==> config.mk <==
export PLATFORM = sky130hd
export DESIGN_NAME = ghash_aggregated_accumulator_flat
export DESIGN_NICKNAME = d
export VERILOG_FILES = /design/src/rtl/ghash_aggregated_accumulator_if.sv /design/src/rtl/ghash_aggregated_accumulator.sv /design/src/flat_wrapper.sv
export SDC_FILE = /design/constraint.sdc
export NUM_CORES = 2
export LEC_CHECK = 0
export ABC_AREA = 1
export CAP_MARGIN = 20
export CORE_ASPECT_RATIO = 0.75
export CORE_MARGIN = 4
export CORE_UTILIZATION = 62
export CTS_BUF_LIST = sky130_fd_sc_hd__clkbuf_8
export DETAILED_ROUTE_END_ITERATION = 6
export GPL_ROUTABILITY_DRIVEN = 0
export PLACE_DENSITY_LB_ADDON = 0.3
export SLEW_MARGIN = 20
export SYNTH_ARGS = -nofsm -noshare
export SYNTH_HDL_FRONTEND = slang
export SYNTH_SLANG_ARGS = --single-unit
==> constraint.sdc <==
create_clock -name i_clock -period 29 [get_ports i_clock]
set_input_delay 4.35 -clock i_clock [delete_from_list [all_inputs] [get_ports i_clock]]
set_output_delay 4.35 -clock i_clock [all_outputs]
set_load 0.01 [all_outputs]
==> src/rtl/ghash_aggregated_accumulator_if.sv <==
// ----------------------------------------------------------------------------
// ghash_aggregated_accumulator_if
// Block stream handshake feeding the aggregated GHASH accumulator.
//   i_data  : 128-bit block, bit 127 is GCM bit 0 (leftmost)
//   i_valid : i_data is presented
//   i_last  : block is the final block of the message
//   o_ready : accumulator takes the block on the edge where valid && ready
// master = block producer, slave = accumulator.
// ----------------------------------------------------------------------------
interface ghash_aggregated_accumulator_if #(
  parameter int NB_DATA = 128
);
  logic [NB_DATA-1:0] i_data;
  logic               i_valid;
  logic               i_last;
  logic               o_ready;

  modport master (output i_data, output i_valid, output i_last, input o_ready);
  modport slave  (input i_data, input i_valid, input i_last, output o_ready);
endinterface

==> src/rtl/ghash_aggregated_accumulator.sv <==
// ----------------------------------------------------------------------------
// ghash_aggregated_accumulator
// GHASH over a block stream using aggregated reduction: up to MAX_POWER
// blocks are buffered, then
//   Y_new = (Y ^ X1)*H^k ^ X2*H^(k-1) ^ ... ^ Xk*H^1
// is formed with a single bit-serial GF(2^128) multiplier (128 cycles per
// product).
// Ports:
//   i_clock, i_reset  : clock, synchronous active-high reset
//   i_h_power_bus     : slot j (bits j*128 +: 128) holds H^(j+1)
//   i_powers_ready    : power bus valid; falling during a group aborts it
//   blk_if (slave)    : i_data / i_valid / i_last in, o_ready out
//   o_ghash           : GHASH of the last completed message
//   o_ghash_valid     : one-cycle pulse when o_ghash updates
// ----------------------------------------------------------------------------
module ghash_aggregated_accumulator #(
  parameter int NB_DATA      = 128,
  parameter int LOG2_NB_DATA = 8,
  parameter int MAX_POWER    = 4
) (
  input  logic                           i_clock,
  input  logic                           i_reset,
  input  logic [MAX_POWER*NB_DATA-1:0]   i_h_power_bus,
  input  logic                           i_powers_ready,
  ghash_aggregated_accumulator_if.slave  blk_if,
  output logic [NB_DATA-1:0]             o_ghash,
  output logic                           o_ghash_valid
);

  if (NB_DATA != 128) begin : g_bad_nb_data
    $error("ghash_aggregated_accumulator: NB_DATA must be 128");
  end
  if (MAX_POWER < 1 || MAX_POWER > 16) begin : g_bad_max_power
    $error("ghash_aggregated_accumulator: MAX_POWER must be 1..16");
  end

  localparam int CNT_W = $clog2(MAX_POWER + 1);
  localparam int IDX_W = (MAX_POWER > 1) ? $clog2(MAX_POWER) : 1;
  localparam int BUF_D = 1 << IDX_W;
  localparam int BIT_W = $clog2(NB_DATA);

  localparam logic [1:0] S_FILL = 2'd0;
  localparam logic [1:0] S_MULT = 2'd1;
  localparam logic [1:0] S_UPD  = 2'd2;

  localparam logic [NB_DATA-1:0] GF_R = {8'hE1, {(NB_DATA-8){1'b0}}};

  // One step of V = V*x in the GCM bit-reflected representation.
  function automatic logic [NB_DATA-1:0] gf_shift(input logic [NB_DATA-1:0] v);
    gf_shift = {1'b0, v[NB_DATA-1:1]} ^ (v[0] ? GF_R : '0);
  endfunction

  logic [1:0]              state_q,  state_d;
  logic [CNT_W-1:0]        cnt_q,    cnt_d;
  logic [CNT_W-1:0]        k_q,      k_d;
  logic [CNT_W-1:0]        j_q,      j_d;
  logic [LOG2_NB_DATA-1:0] bitcnt_q, bitcnt_d;
  logic                    last_q,   last_d;
  logic [NB_DATA-1:0]      y_q,      y_d;
  logic [NB_DATA-1:0]      s_q,      s_d;
  logic [NB_DATA-1:0]      z_q,      z_d;
  logic [NB_DATA-1:0]      v_q,      v_d;
  logic [NB_DATA-1:0]      ghash_q,  ghash_d;
  logic                    gv_q,     gv_d;

  logic [NB_DATA-1:0] buffer_q [BUF_D];
  logic [NB_DATA-1:0] h_pow    [BUF_D];
  logic               buf_wr;

  logic               ready_w;
  logic               accept;
  logic [CNT_W-1:0]   slot;
  logic [NB_DATA-1:0] operand;
  logic [NB_DATA-1:0] b_op;
  logic               b_bit;
  logic [NB_DATA-1:0] z_cur, v_cur, z_step, v_step;

  // Unused high slots read as zero so short buffers stay well defined.
  for (genvar g = 0; g < BUF_D; g++) begin : g_hpow
    if (g < MAX_POWER) begin : g_used
      assign h_pow[g] = i_h_power_bus[g*NB_DATA +: NB_DATA];
    end else begin : g_pad
      assign h_pow[g] = '0;
    end
  end

  assign ready_w        = (state_q == S_FILL) && i_powers_ready;
  assign blk_if.o_ready = ready_w;
  assign accept         = ready_w && blk_if.i_valid;
  assign o_ghash        = ghash_q;
  assign o_ghash_valid  = gv_q;

  // Multiplier datapath: the running Y folds into the first operand of the
  // group; bitcnt==0 restarts Z/V from the current operand.
  assign operand = (j_q == '0) ? (buffer_q[0] ^ y_q) : buffer_q[j_q[IDX_W-1:0]];
  assign slot    = k_q - j_q - 1'b1;
  assign b_op    = h_pow[slot[IDX_W-1:0]];
  assign b_bit   = b_op[BIT_W'(NB_DATA-1) - bitcnt_q[BIT_W-1:0]];
  assign v_cur   = (bitcnt_q == '0) ? operand : v_q;
  assign z_cur   = (bitcnt_q == '0) ? '0      : z_q;
  assign z_step  = b_bit ? (z_cur ^ v_cur) : z_cur;
  assign v_step  = gf_shift(v_cur);

  always_comb begin
    state_d  = state_q;
    cnt_d    = cnt_q;
    k_d      = k_q;
    j_d      = j_q;
    bitcnt_d = bitcnt_q;
    last_d   = last_q;
    y_d      = y_q;
    s_d      = s_q;
    z_d      = z_q;
    v_d      = v_q;
    ghash_d  = ghash_q;
    gv_d     = 1'b0;
    buf_wr   = 1'b0;
    case (state_q)
      S_FILL: begin
        if (accept) begin
          buf_wr = 1'b1;
          cnt_d  = cnt_q + 1'b1;
          if (cnt_q == CNT_W'(MAX_POWER-1) || blk_if.i_last) begin
            k_d      = cnt_q + 1'b1;
            last_d   = blk_if.i_last;
            s_d      = '0;
            j_d      = '0;
            bitcnt_d = '0;
            state_d  = S_MULT;
          end
        end
      end
      S_MULT: begin
        if (!i_powers_ready) begin
          // Rekey: drop the group and the running hash.
          state_d = S_FILL;
          cnt_d   = '0;
          y_d     = '0;
          s_d     = '0;
        end else begin
          z_d      = z_step;
          v_d      = v_step;
          bitcnt_d = bitcnt_q + 1'b1;
          if (bitcnt_q == LOG2_NB_DATA'(NB_DATA-1)) begin
            s_d      = s_q ^ z_step;
            bitcnt_d = '0;
            j_d      = j_q + 1'b1;
            if (j_q == k_q - 1'b1) begin
              state_d = S_UPD;
            end
          end
        end
      end
      S_UPD: begin
        state_d = S_FILL;
        cnt_d   = '0;
        if (!i_powers_ready) begin
          y_d = '0;
          s_d = '0;
        end else if (last_q) begin
          ghash_d = s_q;
          gv_d    = 1'b1;
          y_d     = '0;
        end else begin
          y_d = s_q;
        end
      end
      default: begin
        state_d = S_FILL;
        cnt_d   = '0;
      end
    endcase
  end

  // Control and architectural hash state.
  always_ff @(posedge i_clock) begin
    if (i_reset) begin
      state_q  <= S_FILL;
      cnt_q    <= '0;
      k_q      <= '0;
      j_q      <= '0;
      bitcnt_q <= '0;
      last_q   <= 1'b0;
      y_q      <= '0;
      s_q      <= '0;
      ghash_q  <= '0;
      gv_q     <= 1'b0;
    end else begin
      state_q  <= state_d;
      cnt_q    <= cnt_d;
      k_q      <= k_d;
      j_q      <= j_d;
      bitcnt_q <= bitcnt_d;
      last_q   <= last_d;
      y_q      <= y_d;
      s_q      <= s_d;
      ghash_q  <= ghash_d;
      gv_q     <= gv_d;
    end
  end

  // Block buffer and multiplier working registers.
  always_ff @(posedge i_clock) begin
    z_q <= z_d;
    v_q <= v_d;
    if (buf_wr) begin
      buffer_q[cnt_q[IDX_W-1:0]] <= blk_if.i_data;
    end
  end

endmodule

==> src/flat_wrapper.sv <==
// flat-port wrapper written by rule: the top's interface ports become plain ports
module ghash_aggregated_accumulator_flat 
#(
  parameter int NB_DATA      = 128,
  parameter int LOG2_NB_DATA = 8,
  parameter int MAX_POWER    = 4
)
  (i_clock, i_reset, i_h_power_bus, i_powers_ready, o_ghash, o_ghash_valid, blk_if_i_data, blk_if_i_valid, blk_if_i_last, blk_if_o_ready);
  ghash_aggregated_accumulator_if #(.NB_DATA(NB_DATA)) blk_if_i ();
  input  logic i_clock;
  input  logic i_reset;
  input  logic [MAX_POWER*NB_DATA-1:0] i_h_power_bus;
  input  logic i_powers_ready;
  output logic [NB_DATA-1:0] o_ghash;
  output logic o_ghash_valid;
  input wire logic [$bits(blk_if_i.i_data)-1:0] blk_if_i_data;
  input wire logic [$bits(blk_if_i.i_valid)-1:0] blk_if_i_valid;
  input wire logic [$bits(blk_if_i.i_last)-1:0] blk_if_i_last;
  output wire logic [$bits(blk_if_i.o_ready)-1:0] blk_if_o_ready;
  assign blk_if_i.i_data = blk_if_i_data;
  assign blk_if_i.i_valid = blk_if_i_valid;
  assign blk_if_i.i_last = blk_if_i_last;
  assign blk_if_o_ready = blk_if_i.o_ready;
  ghash_aggregated_accumulator #(.NB_DATA(NB_DATA), .LOG2_NB_DATA(LOG2_NB_DATA), .MAX_POWER(MAX_POWER)) u_core (.i_clock(i_clock), .i_reset(i_reset), .i_h_power_bus(i_h_power_bus), .i_powers_ready(i_powers_ready), .blk_if(blk_if_i), .o_ghash(o_ghash), .o_ghash_valid(o_ghash_valid));
endmodule
After elaboration in Yosys (flattened, before gate mapping) --
Memories as Yosys holds them, arrays and structs flattened. A register that Yosys moved wholly into a read port is not among the register bits. Index checks and enable logic that the tools add are counted. W data, S select, Z words.
Cells by class: add/subtract/negate cells 7, multiply operators 0, div/mod/pow operators 0, order comparisons 2, equality and inequality tests 13, shift operators 0, mux-type cells 45, bitwise logic cells 7, reductions and logical operators 19
Operator list (number):
- $mux W128 | 14
- $pmux W128 S3 | 1
- $xor A128 B128 Y128 | 3
- $bmux W128 S2 | 1
- $pmux W128 S2 | 1
- $xor A127 B128 Y128 | 1
- $mux W8 | 4
- $mux W3 | 6
- $pmux W8 S2 | 1
- $mux W2 | 7
- $pmux W3 S2 | 2
- $reduce_and A5 Y1 | 2
- $add A8 B1 Y8 const B | 1
- $eq A8 B7 Y1 const B | 1
- $logic_not A8 Y1 | 1
- $lt A7 B8 Y1 const B | 1
- $ne A2 B2 Y1 const B | 4
- $reduce_and A4 Y1 | 2
- $bmux W1 S7 | 1
- $sub A7 B7 Y7 const A | 1
- $add A3 B1 Y3 const B | 2
- $mux W1 | 6
- $ne A3 B2 Y1 const B | 2
- $reduce_and A2 Y1 | 3
- other kinds (20) | 25
Storage, ports and cells: register bits after elaboration 661, latch bits 0, bits in writable memories 512, bits in read-only memories 0, input port bits 645, output and inout bits 130, logic and storage cells 106, memories 1
Memories:
- u_core.buffer_q | words 4, width 128, rd ports 2, clocked after memory_dff 1, write ports 1, RTL line ghash_aggregated_accumulator.sv:66 | logic [NB_DATA-1:0] buffer_q [BUF_D];

Depth between registers and ports, before layout --
word-level depth 13, gate-level depth with buffers 28, depth with buffers taken out 25

Worst setup path before layout --
OpenSTA, ideal clock, no wires.
path kind input to register, start point input port i_powers_ready, end point register u_core.bitcnt_q[5], data arrival time 17965 ps, data required time 28855 ps, path slack 10890 ps, cell stages on the path 7, buffers on the path 0, cells stage by stage inv_1 > nor2_1 > nor2_1 > a21oi_1 > inv_1 > nand2_1 > a211oi_1
Between the ends: cells in the longest elaborated chain, start to end 4, elaborated cells between the ends (all ways) 5, those cells by class 2 x eq/ne; 3 x reduce/logical
Ends and longest elaborated chain:
- from (decl) | RTL line flat_wrapper.sv:13 | input logic i_powers_ready;
- $logic_and A1 B1 Y1 | RTL line ghash_aggregated_accumulator.sv:87 | assign ready_w = (state_q == S_FILL) && i_powers_ready;
- $logic_and A1 B1 Y1 | RTL line ghash_aggregated_accumulator.sv:89 | assign accept = ready_w && blk_if.i_valid;
- $ne A2 B1 Y1 (no line)
- $reduce_and A4 Y1 (no line) *
- to (signal assigned) | RTL line ghash_aggregated_accumulator.sv:193 | bitcnt_q <= bitcnt_d;
- to (decl) | RTL line ghash_aggregated_accumulator.sv:57 | logic [LOG2_NB_DATA-1:0] bitcnt_q, bitcnt_d;
Every way passes the cells marked *; elsewhere a longest branch is shown, timed or not. A chain may end at the register's enable or synchronous reset.

Worst setup path in the final report --
start point input port i_powers_ready, end point output port blk_if_o_ready
Between the ends: cells in the longest elaborated chain, start to end 1
Ends and longest elaborated chain:
- $logic_and A1 B1 Y1 | RTL line ghash_aggregated_accumulator.sv:87
- to (decl) | RTL line flat_wrapper.sv:19 | output wire logic [$bits(blk_if_i.o_ready)-1:0] blk_if_o_ready;
No other way between the ends.

==> qor.yml <==
critical_path:
  rr_worst_depth: 22
  crit_top_cell: "clkdlybuf4s50_1"
  r2r-start: "u_core.j_q[0]"
  worstSetupStartpointType: "input pin"
  path_class: "input pin to output pin"
  end_kind: "output pin"
  cp_max_fo: 4
  path_cells: "clkdlybuf4s50_1 -> inv_1 -> nor2_1 -> clkdlybuf4s50_1"
  critPathBufInv: 3
  worstPathArrival_ns: 6.04
  cp.required_ns: 24.65
  cp_slowest_cell: "clkdlybuf4s50_1"
  crit_family: "buffers and inverters"
  cpPeakStageDelay_ns: 0.66
  r2r-end: "u_core.s_q[43]"
  reg2reg_slack_ns: 22.27
outcome:
  status: "complete, but fails checks"
  violations: "DRC"
place:
  place_area_um2: 64600
  dpl.hpwl_um: 146000
  portBuffers: 774
  pre_cts_ws_ns: 18.70
  dp_cells: 8427
floorplan:
  design.core.area_um2: 89900
  fp.dieW_um: 356
  start_util_pct: 62.8
  io_pins: 775
  die_height_um: 269
  rows: 95
  dieArea_um2: 95900
pwr:
  p_per_area_nw_per_um2: 61.0
  p_leak_nw: 26.0
  irDropWorstVdd_mv: 0.0545
yosys:
  synthCells: 6820
  syn-num-nets: 7476
  seq_area_frac_synth_pct: 55.3
  syn_area_um2: 56400
  synth.distinct_cells: 33
  ys_warn_count: 0
  ys_ff_latch: 1175
  avgSynthCellArea_um2: 8.27
cells_and_area:
  design_area_um2: 68200
  final-instance-count-excl-fill: 8837
  areaGrowthSynthToFinish_pct: 20.9
  drive_above_1_share_pct: 4.55
  final_net_count: 8047
  fin_util_pct: 75.9
sta:
  setup_viol: 0
  min_period_ns: 10.39
  final_max_slew_viol_count: 0
  relSlewSlack_pct: 15.7
  max_freq_mhz: 96.2
  skew_ns: 0.0417
  rsz0062_at_grt: "false"
  tightest_slew_ns: 1.26
  setup_slack_ns: 18.61
  finalHoldViolations: 0
  finalCritPeriodShare_pct: 35.8
  setup-tns-final_ns: 0
clocking:
  cts_tree: "yes"
  ctsHoldBuffers: 0
  numCtsBuffers: 173
  clk_path_buf_depth: 3
  cts_setup_buffers: 0
  clock_tree.root_cell: "clkbuf_8"
  clkTransAtPathRegs_ns: 0.06
  cts_sinks: 1175
  cts_max_level: 4
  worstSkewPairLatency_ns: 0.88
  post_cts_resize_count: 0
worst_hold_path:
  hold_end: "u_core.o_ghash[93]"
  hp-start: "u_core.o_ghash[93]"
  hold_class: "register to register"
  min_path_cells: 2
grt:
  antenna_found_initial: 126
  grt_pass1_vias: 49061
  grt_pass1_wl_um: 320000
  grtUsageTotal_pct: 45.0
  grt_start_max_net_pins: 202
  grt.overflow.total: 0
run:
  drv_cap: 0
drt:
  vias_per_cell: 6.09
  dr.pass1.iters: 7
  drcViolationCount: 10
  routed_wl_um: 225000
  vias: 53855
  wl_per_cell_um: 25.5
  drt_iter0_drc: 9000
  drtAntennaViolNets: 0
metrics by stage:
step / power (mW) / hold WS (ns)
4_1_cts: 4.10 / 0.462
6_report: 4.16 / 0.464
2_1_floorplan: 2.50 / 0.435
3_3_place_gp: 2.79 / 0.450
5_1_grt: 4.30 / 0.475
3_5_place_dp: 2.83 / 0.453
kinds of logic (layout without fill, tap and decap cells):
kind of cell / after synthesis / after routing / synth area share, %
compound gates: 1212 / 1212 / 11.5
xor+xnor: 174 / 174 / 2.70
fa+ha+maj: 11 / 11 / 0.244
buf+inv: 1115 / 1838 / 7.75
flops: 1175 / 1175 / 55.3
other cells: 0 / 82 / 0
simple gates: 3133 / 3133 / 22.5
synth_stat cells, drive strengths merged:
cell	n	share of area (%)
a211oi	6	0.080
dfxtp	407	14
a21oi	427	3.8
nand3	615	5.5
buf	167	1.4
o22ai	151	1.7
nand4	1	0.011
o21a	5	0.067
nor3	4	0.035
or2	15	0.17
xor2	150	2.3
nand3b	9	0.12
nand2	1302	8.7
xnor2	24	0.37
edfxtp	768	41
o211ai	73	0.97
clkbuf	269	1.8
nor2	1159	7.7
inv	676	4.5
o21ai	550	4.9
nor4	1	0.022
clkinv	3	0.020
ha	11	0.24
and2	27	0.30
worst max path at each step:
stage | to | from | slack (ns) | cells past startpoint
6_report | blk_if_o_ready | i_powers_ready | 18.61 | 4
5_1_grt | blk_if_o_ready | i_powers_ready | 18.69 | 4
4_1_cts | blk_if_o_ready | i_powers_ready | 18.69 | 4
3_5_place_dp | blk_if_o_ready | i_powers_ready | 18.70 | 4
3_3_place_gp | blk_if_o_ready | i_powers_ready | 18.66 | 4
2_1_floorplan | u_core.bitcnt_q[5] | i_powers_ready | 10.89 | 7
flip-flops by register name (all words and copies together) (netlist names), 2 cells and up, named ones only:
name             flops
u_core.v_q         128
u_core.j_q           3
u_core.k_q           3
u_core.bitcnt_q      8
u_core.z_q         128
u_core.s_q         128
u_core.buffer_q    512
u_core.state_q       2
u_core.y_q         128
u_core.cnt_q         3
u_core.o_ghash     128
tightest hold or removal path, cell delays in order (launching register included):
cell	delay, ns
dfxtp_1	0.31
nand2_1	0.06
a21oi_1	0.05
layout by cell type, fill, tap and decap left out, drive strengths merged:
cell type      count
a211oi             6
a21oi            427
and2              27
buf               58
clkbuf           200
clkdlybuf4s50    773
clkinv            38
clkinvlp           3
dfxtp            407
diode             82
edfxtp           768
ha                11
inv              766
nand2           1302
nand3            615
nand3b             9
nand4              1
nor2            1159
nor3               4
nor4               1
o211ai            73
o21a               5
o21ai            550
o22ai            151
or2               15
xnor2             24
xor2             150
metal layers:
layer | wire (µm) | share of wire, % | vias to the layer above | GRT usage [%]
met5 | 917 | 0.41 | - | 0
met4 | 15700 | 7.0 | 90 | 27.9
met3 | 39800 | 18 | 850 | 23.5
met2 | 93100 | 41 | 4300 | 62.7
met1 | 75700 | 34 | 24911 | 54.8
li1 | - | - | 23704 | -
final cells by class:
cell class	instances	area [µm²]
clock buffer	199	2740
clock inverter	128	636
timing repair buffer	832	8300
multi-input combinational	4530	21000
sequential	1175	31200
fill	6290	21700
tap	1212	1520
inverter	679	2570
antenna	82	205
where the power goes:
group	total, mW	switching (mW)	internal, mW
Sequential	1.91	0.0422	1.87
Clock	1.31	0.678	0.636
Combinational	0.930	0.632	0.298
No activity file was read; power rests on OpenSTA's default activity.
